$ cat config.mk
export PLATFORM = sky130hd
export DESIGN_NAME = uart_tx
export DESIGN_NICKNAME = d
export VERILOG_FILES = /design/src/rtl/uart_tx.sv
export SDC_FILE = /design/constraint.sdc
export NUM_CORES = 1
export LEC_CHECK = 0
export CORE_ASPECT_RATIO = 1.1
export CORE_MARGIN = 3
export CORE_UTILIZATION = 50
export DETAILED_ROUTE_END_ITERATION = 10
export MAX_ROUTING_LAYER = met4
export PLACE_DENSITY = 0.69
export SKIP_LAST_GASP = 1
export SLEW_MARGIN = 20
export SYNTH_ARGS = -nofsm -noshare
export SYNTH_HDL_FRONTEND = slang
export SYNTH_SLANG_ARGS = --single-unit
$ cat constraint.sdc
create_clock -name clk -period 5 [get_ports clk]
set_input_delay 0.5 -clock clk [delete_from_list [all_inputs] [get_ports clk]]
set_output_delay 0.5 -clock clk [all_outputs]
set_load 0.01 [all_outputs]
$ cat src/rtl/uart_tx.sv
// 8N1 UART transmitter: one byte per accepted tx_start, LSB first, idle-high line.
// All outputs are registered alongside the state so nothing is combinational from inputs.
//
// state | meaning
// IDLE  | line high, waiting for tx_start
// START | driving the start bit (low) for one bit period
// DATA  | driving data bits LSB first, one bit period each
// STOP  | driving the stop bit (high) for one bit period
// DONE  | one-cycle tx_done pulse; tx_start here is accepted as in IDLE
module uart_tx #(
    parameter logic [15:0] CLK_PER_BIT = 16'd5208
) (
    input  logic       clk,
    input  logic       reset,
    input  logic       tx_start,
    input  logic [7:0] data_in,
    output logic       tx,
    output logic       tx_busy,
    output logic       tx_done
);

    typedef enum logic [2:0] {
        IDLE  = 3'd0,
        START = 3'd1,
        DATA  = 3'd2,
        STOP  = 3'd3,
        DONE  = 3'd4
    } state_t;

    localparam logic [15:0] LAST_CNT = CLK_PER_BIT - 16'd1;

    state_t      state;
    logic [15:0] clk_counter;
    logic [2:0]  bit_index;
    logic [7:0]  shift_reg;

    always_ff @(posedge clk or posedge reset) begin
        if (reset) begin
            state       <= IDLE;
            clk_counter <= 16'd0;
            bit_index   <= 3'd0;
            shift_reg   <= 8'd0;
            tx          <= 1'b1;
            tx_busy     <= 1'b0;
            tx_done     <= 1'b0;
        end else begin
            tx_done <= 1'b0;
            case (state)
                IDLE, DONE: begin
                    clk_counter <= 16'd0;
                    if (tx_start) begin
                        shift_reg <= data_in;
                        state     <= START;
                        tx        <= 1'b0;
                        tx_busy   <= 1'b1;
                    end else begin
                        state     <= IDLE;
                        tx        <= 1'b1;
                        tx_busy   <= 1'b0;
                    end
                end
                START: begin
                    if (clk_counter == LAST_CNT) begin
                        clk_counter <= 16'd0;
                        bit_index   <= 3'd0;
                        state       <= DATA;
                        tx          <= shift_reg[0];
                    end else begin
                        clk_counter <= clk_counter + 16'd1;
                    end
                end
                DATA: begin
                    if (clk_counter == LAST_CNT) begin
                        clk_counter <= 16'd0;
                        shift_reg   <= {1'b0, shift_reg[7:1]};
                        bit_index   <= bit_index + 3'd1;
                        if (bit_index == 3'd7) begin
                            state <= STOP;
                            tx    <= 1'b1;
                        end else begin
                            // next bit is shift_reg[1] before the shift lands
                            tx    <= shift_reg[1];
                        end
                    end else begin
                        clk_counter <= clk_counter + 16'd1;
                    end
                end
                STOP: begin
                    if (clk_counter == LAST_CNT) begin
                        clk_counter <= 16'd0;
                        state       <= DONE;
                        tx          <= 1'b1;
                        tx_busy     <= 1'b0;
                        tx_done     <= 1'b1;
                    end else begin
                        clk_counter <= clk_counter + 16'd1;
                    end
                end
                default: begin
                    state       <= IDLE;
                    clk_counter <= 16'd0;
                    tx          <= 1'b1;
                    tx_busy     <= 1'b0;
                end
            endcase
        end
    end

endmodule

==> flow_summary.yaml, run 1 <==
outcome:
  status: "complete, no violations"
worst_hold_path:
  hold_class: "reg2reg"
global_route:
  grt_antenna_before_repair: 0
  overflow: 0
  grt_pass1_wl_um: 6065
  grt_pass1_vias: 1305
  grt_max_degree: 34
  grt_use_total: 0.2058
routing:
  routed_wl_um: 3387
  dr.pass1.iters: 4
  vias_per_cell: 6.033
  ant_nets: 0
  first_iter_violations: 50
  vias: 1273
  drc: 0
  wl_per_cell_um: 16.05
synth:
  avgSynthCellArea_um2: 10.34
  synth_area_um2: 1685
  yosysWarnings: 0
  ys_top_cells_by_area: "dfrtp_1, o221a_1, nor2_1"
  synthArstFlopShare: 1.000
  postSynthRegisterBits: 33
  syn-num-nets: 177
  synth_top_area_share: 0.4751
  yosysTopAreaCell: "dfrtp_1"
  yosysMostFrequentCell: "dfrtp_1"
  ys_seq_area_frac: 0.4907
  synth_edf_count: 0
  synth_common_cells: "dfrtp_1, nor2_1, nand2_1, nand3_1"
  synth_ff_type: "dfrtp_1"
  synth.distinct_cells: 42
  synth_cells: 163
worst_setup_path:
  reg2reg_slack_ps: 3050
  startpoint_type: "flop"
  crit_required_ps: 5220
  crit_type: "reg2reg"
  crit_path_end_kind: "flop"
  crit_path_max_fanout: 8
  arrival_ps: 2170
power:
  p_per_area_nw_per_um2: 238.8
  worst_ir_drop_vdd_uv: 151.2
  power.leakage_uw: 0.0008160
placed_design:
  portBuffers: 13
  gp_congestion: 0.8339
  dp_hpwl_um: 2397
  pre_cts_ws_ps: 3070
clock_tree:
  clk_latency_ps: 330
  path_clk_slew_ps: 100
  cts_resized: 0
  numCtsBuffers: 5
  clk_root_buffer_cell: "clkbuf_4"
  ctsHoldBuffers: 0
  cts_buffer_depth: 2
  cts.sinks: 33
  cts_tree: "yes"
  cts_setup_buffers: 0
  cts.htree.levels: 2
timing:
  tns_ps: 0
  worst_pin_slew_ps: 555.5
  rsz0062_at_grt: "false"
  setup_ws_ps: 3051
  fin_crit_sh: 0.3899
  fmax_ghz: 0.5130
  slew_violations: 0
  finalSetupViolCount: 0
  fin_skew_ps: 7.191
  slew_headroom: 0.6287
  min_period_ps: 1949
  final-hold-violation-count: 0
final_layout:
  syn2layout_area_growth_pct: 12.40
  diodes: 0
  largest_register_ffs: 16
  fin_nets: 190
  drive_gt1_frac: 0.1469
die:
  io_pins: 14
  rows: 21
  initial_core_util: 0.5390
  die_w_um: 61.36
  die-height_um: 66.89
  die_area_um2: 4104
  fp.coreArea_um2: 3127
run:
  maxCapViolations: 0
path summary, 6_finish.rpt:
check	endpoint	depth (start not counted)	startpoint
worst max-delay path	shift_reg[5]$_DFFE_PP0P_	5	clk_counter[0]$_DFF_PP0_
worst min-delay path	tx$_DFFE_PP1P_	2	tx$_DFFE_PP1P_
worst max register to register	shift_reg[5]$_DFFE_PP0P_	5	clk_counter[0]$_DFF_PP0_
worst min register to register	tx$_DFFE_PP1P_	2	tx$_DFFE_PP1P_
max in group asynchronous	tx$_DFFE_PP1P_	3	reset
min in group asynchronous	clk_counter[7]$_DFF_PP0_	3	reset
cell usage in the layout, fill, tap and decap left out, types with 2 or more instances in the layout:
| master | count |
|---|---|
| o211ai_1 | 3 |
| and3_1 | 3 |
| inv_1 | 7 |
| nand4_1 | 6 |
| nor4_2 | 2 |
| nand3_1 | 8 |
| nand4_2 | 2 |
| or2_2 | 7 |
| nor2_1 | 18 |
| xor2_1 | 6 |
| clkbuf_8 | 2 |
| o221a_1 | 7 |
| nand2_1 | 8 |
| xnor2_1 | 6 |
| a21oi_1 | 5 |
| nor4b_1 | 2 |
| nor3_1 | 3 |
| o21ai_0 | 3 |
| and4_1 | 2 |
| clkdlybuf4s50_1 | 13 |
| and4b_1 | 3 |
| ha_1 | 3 |
| clkbuf_4 | 5 |
| or3_1 | 2 |
| dfrtp_1 | 32 |
kinds of logic after synthesis:
logic type | after synthesis | synth area share
buffers and inverters | 15 | 0.04009
flip-flops | 33 | 0.4907
AO/OA/AOI/OAI | 23 | 0.1069
XOR/XNOR | 12 | 0.06236
adder cells (fa/ha/maj) | 3 | 0.02227
AND/OR/NAND/NOR | 76 | 0.2717
multiplexers | 1 | 0.005939
final cells by class:
cell class | instances | area (um^2)
clock buffers | 7 | 65.06
clock inverters | 1 | 5.005
inverters | 7 | 26.28
fillers | 260 | 1232
well taps | 34 | 42.54
flip-flops and latches | 33 | 827.0
multi-input cells | 115 | 790.8
repair buffers | 14 | 137.6
worst max-delay path, stage by stage (launching register included):
cell,delay (ps)
dfrtp_1,400
ha_1,250
and3_1,260
nand4_2,210
or2_0,410
o221a_1,310
power by group:
| part | switching [uW] | total [uW] | internal [uW] | leakage (uW) |
|---|---|---|---|---|
| registers | 0 | 267 | 267 | 0.000433 |
| logic | 5.92 | 13.2 | 7.32 | 0.000342 |
| clock network | 90.9 | 172 | 81.5 | 0.0000413 |
per-layer routing:
metal	routed length (um)	up-vias	GRT usage	part of all wire
met1	1482	625	0.2367	0.44
met2	1724	21	0.3360	0.51
li1	-	619	-	-
met5	0	-	-	0
met3	105	8	0.05620	0.031
met4	74	0	0.08223	0.022
stage by stage:
stage / std cells / total power (uW) / cell area, um^2 / hold slack, ps / util
4_1_cts: 211 / 460.2 / 1894 / 480.9 / 0.6058
6_report: 211 / 452.4 / 1894 / 475.9 / 0.6058
3_5_place_dp: 203 / 285.9 / 1824 / 457.8 / 0.5834
5_1_grt: 211 / 477.4 / 1894 / 504.9 / 0.6058
3_3_place_gp: 203 / 285.4 / 1824 / 457.0 / 0.5834
2_1_floorplan: 163 / 275.9 / 1685 / 453.5 / -
Power figures use the tool's default switching activity.
==> run 2, diff against run 1 <==
--- a/config.mk
+++ b/config.mk
@@ -10,7 +10,7 @@
 export CORE_UTILIZATION = 50
 export DETAILED_ROUTE_END_ITERATION = 10
 export MAX_ROUTING_LAYER = met4
-export PLACE_DENSITY = 0.69
+export PLACE_DENSITY = 0.72
 export SKIP_LAST_GASP = 1
 export SLEW_MARGIN = 20
 export SYNTH_ARGS = -nofsm -noshare
==> constraint.sdc (replaced) <==
create_clock -name clk -period 1.66 [get_ports clk]
set_input_delay 0.166 -clock clk [delete_from_list [all_inputs] [get_ports clk]]
set_output_delay 0.166 -clock clk [all_outputs]
set_load 0.01 [all_outputs]
==> flow_summary.yaml, run 2 (synthesis results as in run 1) <==
clock_tree:
  cts.sinks: 33
  clk_root_buffer_cell: "clkbuf_4"
  cts_buffer_depth: 2
  path_clk_slew_ps: 100
  cts.htree.levels: 2
  cts_tree: "yes"
  numCtsBuffers: 5
  clk_latency_ps: 330
  ctsHoldBuffers: 0
worst_setup_path:
  startpoint_type: "flop"
  cpMaxStageDelayCell: "dfrtp_2"
  worst-path-buf-inv: 0
  crit_type: "reg2reg"
  cp_cell_sequence: "nor4_4 -> nand4_2 -> or2_4 -> o221a_1"
  crit_path_max_fanout: 8
  critPathTopFamily: "simple AND/OR/NAND/NOR gates"
  crit_required_ps: 1880
  crit_path_end_kind: "flop"
  slowest_delay_ps: 460
  arrival_ps: 1870
timing:
  min_period_ps: 1647
  slew_violations: 0
  fin_crit_sh: 0.9924
  slew_headroom: 0.7287
  worst_pin_slew_ps: 405.9
  rsz0062_at_grt: "true"
  finalSetupViolCount: 0
  tns_ps: 0
  holdWs_ps: 112.8
  final-hold-violation-count: 0
  setup_ws_ps: 12.65
  fin_skew_ps: 6.392
  fmax_ghz: 0.6070
power:
  worst_ir_drop_vdd_uv: 394.5
  p_per_area_nw_per_um2: 599.2
  power.leakage_uw: 0.0009707
placed_design:
  gp_congestion: 0.9215
  post-place-cells: 225
  portBuffers: 13
  dp_hpwl_um: 2695
  pre_cts_ws_ps: -75.92
routing:
  vias_per_cell: 5.894
  first_iter_violations: 81
  vias: 1391
  routed_wl_um: 3832
  drc: 0
  ant_nets: 0
  dr.pass1.iters: 4
  wl_per_cell_um: 16.24
global_route:
  top_usage_layer: "met2"
  grt_use_total: 0.2209
  gr-usage-met1: 0.2752
  grt_max_degree: 16
  grt_pass1_wl_um: 6506
  met3_usage: 0.04457
  grt_use_met2: 0.3519
  grt_pass1_vias: 1386
  grt_antenna_before_repair: 0
  overflow: 0
die:
  fp.coreArea_um2: 3127
  die_area_um2: 4104
  die-height_um: 66.89
  rows: 21
  die_w_um: 61.36
  io_pins: 14
  initial_core_util: 0.5390
final_layout:
  mostFrequentLayoutCells: "dfrtp_1, buf_4, nor2_1"
  stdcell_count: 236
  syn2layout_area_growth_pct: 29.40
  utilization: 0.6975
  diodes: 0
  nFillCells: 240
  fin_nets: 216
  drive_gt1_frac: 0.3069
  mostFrequentLayoutCell: "dfrtp_1"
  largest_register_ffs: 16
run:
  maxCapViolations: 0
outcome:
  status: "complete, no violations"
worst_hold_path:
  hold_class: "in2async"
[run 2: cell types whose count changed in the layout (fill, tap and decap cells not counted), moves of 2 or more]
cell,change
buf_4,+21
buf_6,+4
a21oi_1,-3
a21oi_2,+3
dfrtp_1,-2
dfrtp_2,+2
[run 2: path summary, 6_finish.rpt]
check	end	slack, ps	start	depth (start not counted)
worst min-delay path	clk_counter[10]$_DFF_PP0_	110	reset	2
worst min register to register	tx$_DFFE_PP1P_	480	tx$_DFFE_PP1P_	2
worst max register to register	shift_reg[0]$_DFFE_PP0P_	10	clk_counter[15]$_DFF_PP0_	4
max in group asynchronous	tx$_DFFE_PP1P_	970	reset	3
worst max-delay path	shift_reg[0]$_DFFE_PP0P_	10	clk_counter[15]$_DFF_PP0_	4
min in group clk	tx$_DFFE_PP1P_	480	tx$_DFFE_PP1P_	2
[run 2: routing by layer]
layer | up-vias | wire length, um
met1 | 683 | 1596
met3 | 10 | 117
met2 | 31 | 2035
met4 | 0 | 83
li1 | 667 | -
met5 | - | 0
[run 2: worst reg2reg max path, delay by kind of cell, from the launching register on]
kind | cells | cell delay [ps]
and+or+nand+nor | 3 | 810
AOI/OAI and AO/OA | 1 | 260
DFF | 1 | 460
[run 2: stage by stage]
| step | cell area [um^2] | total power, uW |
|---|---|---|
| after CTS | 2082 | 1314 |
| after global routing | 2181 | 1360 |
| after global placement | 2009 | 861.3 |
| final | 2181 | 1307 |
| after detailed placement | 2009 | 862.1 |
| after floorplan | 1693 | 831.1 |
[run 2: what timing repair did]
action                     CTS  global route
hold endpoints to repair     0             0
resized for setup            5            17
pin swaps                    0            15
gates cloned                 0             0
setup endpoints to repair   15            15
buffers inserted             0             4
[run 2: power by group]
group	switching [uW]	internal (uW)
Clock	262	200
Sequential	0	803
Combinational	18.3	23.5
Total	280	1030
[run 2: cell type report]
cell class | instances | area (um^2) | share of cell area
tap | 34 | 42.54 | 0.01951
clock buffer | 7 | 55.05 | 0.02524
multi-input combinational | 115 | 867.1 | 0.3976
sequential | 33 | 829.5 | 0.3804
timing repair buffer | 40 | 360.3 | 0.1652
inverter | 7 | 26.28 | 0.01205
==> run 3, diff against run 2 <==
--- a/config.mk
+++ b/config.mk
@@ -9,6 +9,7 @@
 export CORE_MARGIN = 3
 export CORE_UTILIZATION = 50
 export DETAILED_ROUTE_END_ITERATION = 10
+export GPL_TIMING_DRIVEN = 0
 export MAX_ROUTING_LAYER = met4
 export PLACE_DENSITY = 0.72
 export SKIP_LAST_GASP = 1
==> flow_summary.yaml, run 3 (synthesis results as in run 1) <==
outcome:
  status: "finished with violations"
  violations: "negative setup slack"
clock_tree:
  cts_buffer_depth: 2
  cts.htree.levels: 2
  clk_latency_ps: 330
  cts.sinks: 33
  numCtsBuffers: 5
  clk_root_buffer_cell: "clkbuf_4"
  path_clk_slew_ps: 100
  cts_tree: "yes"
routing:
  ant_nets: 0
  first_iter_violations: 85
  wl_per_cell_um: 16.16
  drc: 0
  vias_per_cell: 6.009
  dr.pass1.iters: 4
  vias: 1352
  routed_wl_um: 3635
worst_setup_path:
  startpoint_type: "flop"
  arrival_ps: 1890
  crit_type: "reg2reg"
  crit_path_end_kind: "flop"
  crit_required_ps: 1880
  crit_path_max_fanout: 8
timing:
  worst_pin_slew_ps: 662.2
  rsz0062_at_grt: "true"
  setup_ws_ps: -11.04
  holdWs_ps: 245.0
  slew_headroom: 0.5579
  slew_violations: 0
  fin_crit_sh: 1.007
  final-hold-violation-count: 0
  min_period_ps: 1671
  fin_skew_ps: 8.957
  finalSetupViolCount: 6
  fmax_ghz: 0.5984
die:
  die_w_um: 61.36
  die_area_um2: 4104
  die-height_um: 66.89
  rows: 21
  fp.coreArea_um2: 3127
  initial_core_util: 0.5390
  io_pins: 14
power:
  p_per_area_nw_per_um2: 619.4
  p_int_uw: 1024
  p_sw_frac: 0.2150
  worst_ir_drop_vdd_uv: 397.5
  power.leakage_uw: 0.0008709
  sequentialPowerShare: 0.616
  clockPowerShare: 0.355
  p_sw_uw: 280.4
  p_comb_frac: 0.029
run:
  maxCapViolations: 0
placed_design:
  dp_hpwl_um: 2431
  gp_congestion: 0.8817
  portBuffers: 13
  post-place-cells: 210
global_route:
  grt_use_total: 0.2158
  grt_pass1_vias: 1363
  grt_max_degree: 34
  grt_antenna_before_repair: 0
  grt_pass1_wl_um: 6375
  overflow: 0
final_layout:
  diodes: 0
  drive_gt1_frac: 0.2932
  fin_nets: 205
  syn2layout_area_growth_pct: 24.94
  largest_register_ffs: 16
  mostFrequentLayoutCells: "dfrtp_1, nor2_1, clkdlybuf4s50_1"
  utilization: 0.6735
  mostFrequentLayoutCell: "dfrtp_1"
  stdcell_count: 225
worst_hold_path:
  hold_class: "in2async"
-- run 3: cell types whose count changed in the layout (fill, tap and decap cells not counted), sizes merged --
| cell | change |
|---|---|
| clkbuf | +2 |
| buf | -13 |
-- run 3: metrics by stage --
step                power (uW)  instance area [um^2]  setup TNS, ps  setup slack [ps]
detailed placement       859.0                  1866          -3612            -191.4
finish                    1304                  2106         -35.44            -11.04
CTS                       1325                  2049         -129.3            -22.43
floorplan                831.1                  1693              0             22.64
global route              1373                  2106         -975.8            -96.49
global placement         857.4                  1866          -2875            -154.0
-- run 3: area by class of cell --
type                       count  area, um^2
sequential                    33       837.1
multi-input combinational    115       889.6
clock buffer                   7       55.05
inverter                       7       26.28
buffer                         5       42.54
tap                           34       42.54
fill                         263        1021
timing repair buffer          24       212.7
-- run 3: final timing paths --
path	to	slack [ps]	depth (start not counted)	from
max reg2reg	shift_reg[4]$_DFFE_PP0P_	-10	5	clk_counter[3]$_DFF_PP0_
max in group asynchronous	clk_counter[3]$_DFF_PP0_	950	2	reset
min	clk_counter[12]$_DFF_PP0_	250	2	reset
min reg2reg	tx$_DFFE_PP1P_	470	2	tx$_DFFE_PP1P_
max	shift_reg[4]$_DFFE_PP0P_	-10	5	clk_counter[3]$_DFF_PP0_
min in group clk	tx$_DFFE_PP1P_	470	2	tx$_DFFE_PP1P_
-- run 3: layer usage --
metal  wire [um]  up-vias  global-route usage
li1            -      645                   -
met1        1492      678              0.2439
met4          42        0             0.07692
met3          97        6             0.04264
met5           0        -                   -
met2        2003       23              0.3730
-- run 3: power by group through the flow --
| stage | sequential (uW) | clock [uW] | combinational (uW) |
|---|---|---|---|
| 2_1_floorplan | 819 | 0 | 11.9 |
| 3_3_place_gp | 819 | 0 | 38.3 |
| 3_5_place_dp | 819 | 0 | 39.9 |
| 4_1_cts | 803 | 482 | 40.1 |
| 5_1_grt | 804 | 526 | 43.0 |
| 6_report | 803 | 463 | 38.3 |
-- run 3: worst max-delay path, stage by stage (launching register included) --
cell and delay (ps):
dfrtp_2 460, nor4_4 330, nand4_4 140, or2_1 240, buf_6 140, o221a_1 240
-- run 3: repair_timing --
action / in CTS / in global routing
hold buffers: 0 / 0
gates resized for setup: 17 / 14
setup buffers: 9 / 2
pin swaps: 7 / 7
setup endpoints to repair: 24 / 26
